## config.mk

```make
export PLATFORM = sky130hd
export DESIGN_NAME = dcmi_wr_sched
export DESIGN_NICKNAME = d
export VERILOG_FILES = /design/src/rtl/dcmi_pkg.sv /design/src/rtl/dcmi_wfifo.sv /design/src/rtl/dcmi_wr_sched.sv
export SDC_FILE = /design/constraint.sdc
export NUM_CORES = 1
export LEC_CHECK = 0
export ABC_AREA = 1
export ABC_CLOCK_PERIOD_IN_PS = 12000
export CAP_MARGIN = 25
export CORE_ASPECT_RATIO = 1.1
export CORE_MARGIN = 2
export CORE_UTILIZATION = 55
export DETAILED_ROUTE_END_ITERATION = 16
export PLACE_DENSITY_LB_ADDON = 0.2
export SETUP_SLACK_MARGIN = 0.15
export SLEW_MARGIN = 10
export SYNTH_ARGS = -nofsm -noshare
export SYNTH_HDL_FRONTEND = slang
export SYNTH_HIERARCHICAL = 1
export SYNTH_SLANG_ARGS = --single-unit
```

## constraint.sdc

```tcl
create_clock -name hclk -period 12 [get_ports hclk]
set_clock_uncertainty 0.15 [all_clocks]
set_input_delay 2.4 -clock hclk [delete_from_list [all_inputs] [get_ports hclk]]
set_output_delay 2.4 -clock hclk [all_outputs]
set_load 0.01 [all_outputs]
```

## src/rtl/dcmi_pkg.sv

```systemverilog
// dcmi_pkg: shared state encoding and default word FIFO depth for the DCMI write scheduler
package dcmi_pkg;
  typedef enum logic [1:0] {IDLE, ARMED, RUN, DONE} state_t;
  localparam int FIFO_DEPTH_DEF = 4;
endpackage

```

## src/rtl/dcmi_wfifo.sv

```systemverilog
// dcmi_wfifo: synchronous word FIFO with count-based full/empty and a combinational head
module dcmi_wfifo import dcmi_pkg::*; #(
  parameter int DEPTH = FIFO_DEPTH_DEF,
  parameter int W = 32
) (
  input  logic         clk,
  input  logic         rst,
  input  logic         flush,
  input  logic         push,
  input  logic         pop,
  input  logic [W-1:0] din,
  output logic [W-1:0] dout,
  output logic         full,
  output logic         empty
);
  localparam int AW = $clog2(DEPTH);
  logic [W-1:0] mem [DEPTH];
  logic [AW-1:0] wp, rp;
  logic [AW:0] cnt;
  // storage write at the tail
  always_ff @(posedge clk)
    if (push && !flush) mem[wp] <= din;
  // pointers and occupancy; flush empties in one cycle
  always_ff @(posedge clk)
    if (rst || flush) begin
      wp <= '0;
      rp <= '0;
      cnt <= '0;
    end else begin
      wp <= wp + AW'(push);
      rp <= rp + AW'(pop);
      cnt <= cnt + (AW+1)'(push) - (AW+1)'(pop);
    end
  assign dout = mem[rp];
  assign full = cnt == (AW+1)'(DEPTH);
  assign empty = cnt == '0;
endmodule

```

## src/rtl/dcmi_wr_sched.sv

```systemverilog
// dcmi_wr_sched: buffers camera words and schedules RAM writes over a start/length window
module dcmi_wr_sched import dcmi_pkg::*; #(
  parameter int FIFO_DEPTH = FIFO_DEPTH_DEF
) (
  input  logic        hclk,
  input  logic        rst,
  input  logic        dma_en,
  input  logic        circ_mode,
  input  logic        frame_start,
  input  logic [17:0] dma_saddr,
  input  logic [17:0] dma_len,
  input  logic        in_vld,
  input  logic [31:0] in_data,
  output logic        ram_wr_req,
  input  logic        ram_wr_ack,
  output logic [23:0] ram_waddr,
  output logic [31:0] ram_wdata,
  output logic        busy,
  output logic        half_done,
  output logic        xfer_done,
  output logic        ovfl_err
);
  state_t state, nxt;
  logic [15:0] base, words, count, sh_base, sh_words, cnt_n, nw;
  logic pend, held, full, empty, push, pop, flush, apply, restart, ack_ok, push_try;
  logic done_n, half_n, ovf_n, unused;
  logic [31:0] head;
  dcmi_wfifo #(.DEPTH(FIFO_DEPTH), .W(32)) u_fifo (
    .clk(hclk), .rst(rst), .flush(flush), .push(push), .pop(pop),
    .din(in_data), .dout(head), .full(full), .empty(empty)
  );
  // a deferred restart masks new requests once the in-flight one has been acked
  assign ram_wr_req = state == RUN && !empty && (!pend || held);
  assign ack_ok = ram_wr_req && ram_wr_ack;
  assign restart = frame_start || pend;
  assign apply = restart && dma_en && state != IDLE && !ram_wr_req;
  assign nw = frame_start ? dma_len[17:2] : sh_words;
  assign push_try = in_vld && state == RUN;
  assign pop = ack_ok || (state == DONE && !empty);
  assign push = push_try && (!full || pop);
  assign ovf_n = !flush && ((push_try && full && !pop) || (state == DONE && !empty));
  assign ram_waddr = {6'b0, base + count, 2'b00};
  assign ram_wdata = ram_wr_req ? head : '0;
  assign busy = state == ARMED || state == RUN;
  assign unused = ^{dma_saddr[1:0], dma_len[1:0]};
  // next state, word counter and completion pulses
  always_comb begin
    nxt = state;
    flush = 1'b0;
    cnt_n = count;
    done_n = 1'b0;
    half_n = 1'b0;
    if (!dma_en && (!ram_wr_req || ram_wr_ack)) begin
      nxt = IDLE;
      flush = 1'b1;
      cnt_n = '0;
    end else if (apply) begin
      nxt = nw == '0 ? DONE : RUN;
      flush = 1'b1;
      cnt_n = '0;
      done_n = nw == '0;
    end else if (state == IDLE) begin
      nxt = ARMED;
    end else if (ack_ok) begin
      half_n = words > 16'd1 && count == (words >> 1) - 16'd1;
      done_n = count == words - 16'd1;
      cnt_n = done_n ? '0 : count + 16'd1;
      nxt = (done_n && !circ_mode) ? DONE : state;
    end
  end
  // state, window latches, restart deferral and registered pulses
  always_ff @(posedge hclk)
    if (rst) begin
      state <= IDLE;
      base <= '0;
      words <= '0;
      count <= '0;
      sh_base <= '0;
      sh_words <= '0;
      pend <= 1'b0;
      held <= 1'b0;
      half_done <= 1'b0;
      xfer_done <= 1'b0;
      ovfl_err <= 1'b0;
    end else begin
      state <= nxt;
      count <= cnt_n;
      pend <= restart && dma_en && state != IDLE && ram_wr_req;
      held <= ram_wr_req && !ram_wr_ack;
      half_done <= half_n;
      xfer_done <= done_n;
      ovfl_err <= ovf_n;
      if (frame_start) begin
        sh_base <= dma_saddr[17:2];
        sh_words <= dma_len[17:2];
      end
      if (apply) begin
        base <= frame_start ? dma_saddr[17:2] : sh_base;
        words <= nw;
      end
    end
endmodule

```

==> summary.txt <==
Count of antenna-violating nets left after detailed routing -> 0
Ys async rst share -> 0%
Largest net degree at the start of global routing -> 97
PwrDens -> 127 nW/um^2
Min Tclk post-route -> 6100 ps
Final slew viol count -> 0
Sw power -> 0.000388 W
Starting DRT DRC Count -> 450
H-Tree Level Count -> 1
Routed vias/inst -> 5.14
Most common cell in the netlist -> inv_1
Clock Tree Root -> clkbuf_16
Clk_lat worst skew -> 490 ps
Area grow syn2layout -> 18.0%
Worst R2R Path Depth -> 12
Comb power frac -> 11.5%
Fmax -> 164 MHz
Synthesized cell area -> 11,100 sq um
Synth top area cells -> edfxtp_1, dfxtp_1, inv_1
CTS tree -> done
Max Fanout on Critical Path -> 7
IO Port Bufs -> 123
Clk sinks -> 222
Crit Path Category -> flop to output pin
Mapped Cells -> 1,236
Dpl cells -> 1,573
Drt pass-1 iters -> 5
Slew headroom -> 40.4%
Slowest stage cell, crit path -> clkdlybuf4s50_1
Critical-path cell list -> ha_1 > inv_1 > fa_1 > o21ai_0 > a21boi_1 > o21ai_0 > a21boi_1 > o21ai_0 > xor2_1 > clkdlybuf4s50_1
Count of cell types in the netlist -> 47
Seq/Total Area, Yosys -> 51.5%
Die area -> 21,400 sq um
Status -> finished clean
Core Area -> 19,900 sq um
Final period util -> 50.8%
Dpl hpwl -> 15,700 microns
Synthesis-stage register bit count -> 222
Synthesis Warnings -> 6
Synth top cells by count -> inv_1, nand2_1, nor2_1
Setup WS post-layout -> 5900 ps
Num ports -> 136
Main synth FF type -> edfxtp_1
Drt drc -> 0
Hold Crit Class -> flop to flop
Yosys top cell by area -> edfxtp_1
Crit path arrival time -> 3550 ps
Post-synth EDFFs -> 128
Clock network power share -> 38.7%
Grt total ovfl -> 0
Worst vdd ir -> 0.134 mV
CTS Buffer Depth -> 3
Avg Cell Area, Syn -> 9.00 sq um
# Post-CTS Setup Buffers -> 0
Clk slew on worst S/H paths -> 60 ps
Fin nets -> 1,450
# rows -> 54
Routed wire per std cell -> 14.0 microns
Gp weighted congestion -> 0.928
Internal power -> 0.00128 W
Die height -> 153 microns
Startpoint types -> flop
Leakage -> 5.49 nW
Synth top area share -> 34.5%
Setup TNS -> 0 ps
Post-cts hold buffer count -> 0
Final hold vios -> 0
Initial antenna violation count -> 0
Vias in the first global route -> 7,792
Starting density of the core -> 56.0%
First-pass GRT wire length -> 37,200 microns
Worst path most repeated cell -> o21ai_0
Final hold slack -> 343 ps
Hold Path Cell Cnt -> 2
# setup viols final -> 0
Total CTS buffers -> 22
Sw Share -> 23.3%
Post-cts gate resize count -> 0
Post-place setup slack -> 6030 ps
Diodes inserted -> 0
Share of layout cells above drive strength 1 -> 5.81%
RSZ-0062 raised after global routing -> no
Post-Layout Inst Area -> 13,100 sq um
Final wirelength -> 22,600 microns
Slowest stage delay, CP -> 560 ps
Critical Path End Type -> output pin
Sequential power share -> 49.8%
DR vias -> 8,285
Die width -> 140 microns
CP Data Required Time -> 9450 ps
Area after DPL -> 12,400 sq um
Non-filler cells, final -> 1,611
Worst Max-Slew Pin Slew -> 893 ps
MaxCap Viol Count -> 0
GRT Util Overall -> 21.2%
[layer usage]
layer	track usage (%)	routed length, microns	vias to the layer above
li1	-	-	4254
met1	26.3	9540	3801
met2	38.8	11500	189
met3	2.69	1100	41
met4	5.71	479	0
met5	0	0	-
[critical path, delay by kind of cell, from the launching register on]
family / cells / cell delay, ps
adders and majority gates: 2 / 620
AOI/OAI and AO/OA: 5 / 1150
buffers and inverters: 2 / 610
xor gates and xnor gates: 1 / 200
DFF: 1 / 470
[cell type report]
type	instances	area, sq um
Clock buffer	29	608
Inverter	203	762
Timing Repair Buffer	134	1310
Tap cell	252	315
Multi-Input combinational cell	763	4330
Fill cell	1594	6740
Sequential cell	222	5730
Clock inverter	8	68.8
[path summary, 6_finish.rpt]
check	start	end	slack, ps
hold / removal	sh_base[12]	sh_base[12]	340
hold reg to reg	sh_base[12]	sh_base[12]	340
setup / recovery	count[0]	ram_waddr[14]	5900
setup reg to reg	state[0]	u_fifo/mem[1][23]	7970
[per-stage QoR]
step	util, %	total power [W]
finish	66.1	0.00166
global route	66.1	0.00174
CTS	66.0	0.00168
detailed placement	62.6	0.00103
global placement	62.6	0.00103
floorplan	-	0.000973
[flip-flops by register name (all words and copies together) (netlist names), 2 cells and up]
name	cells
sh_words	16
words	16
sh_base	16
base	16
u_fifo/mem	128
u_fifo/rp	2
u_fifo/wp	2
count	16
state	2
u_fifo/cnt	3
[power groups by stage]
stage | clock network, W | logic [W] | registers [W]
3_3_place_gp | 0 | 0.000187 | 0.000844
2_1_floorplan | 0 | 0.000131 | 0.000842
4_1_cts | 0.000659 | 0.000191 | 0.000828
5_1_grt | 0.000693 | 0.000214 | 0.000829
6_report | 0.000644 | 0.000191 | 0.000828
3_5_place_dp | 0 | 0.000189 | 0.000845
[cell usage in the layout, fill, tap and decap left out, types with 27 or more instances in the layout]
cell,synthesis,final
nand2_1,196,196
edfxtp_1,128,128
o21ai_0,37,37
inv_1,201,201
o211ai_1,33,33
o21ai_1,27,27
dfxtp_1,94,92
ha_1,27,27
nor2_1,154,153
xor2_1,37,37
a21oi_1,58,58
a211oi_1,28,28
clkdlybuf4s50_1,0,121
[cells by family (layout without fill, tap and decap cells)]
group	count (synthesis)	count (layout)	synth area share [%]
XOR/XNOR	56	56	4.53
multiplexers	26	26	2.34
AO/OA/AOI/OAI	199	199	10.7
AND/OR/NAND/NOR	445	445	17.5
other	1	8	0.0337
adder cells (fa/ha/maj)	29	29	3.40
flip-flops	222	222	51.5
buffers and inverters	258	374	10.1
No activity file was read; power rests on OpenSTA's default activity.
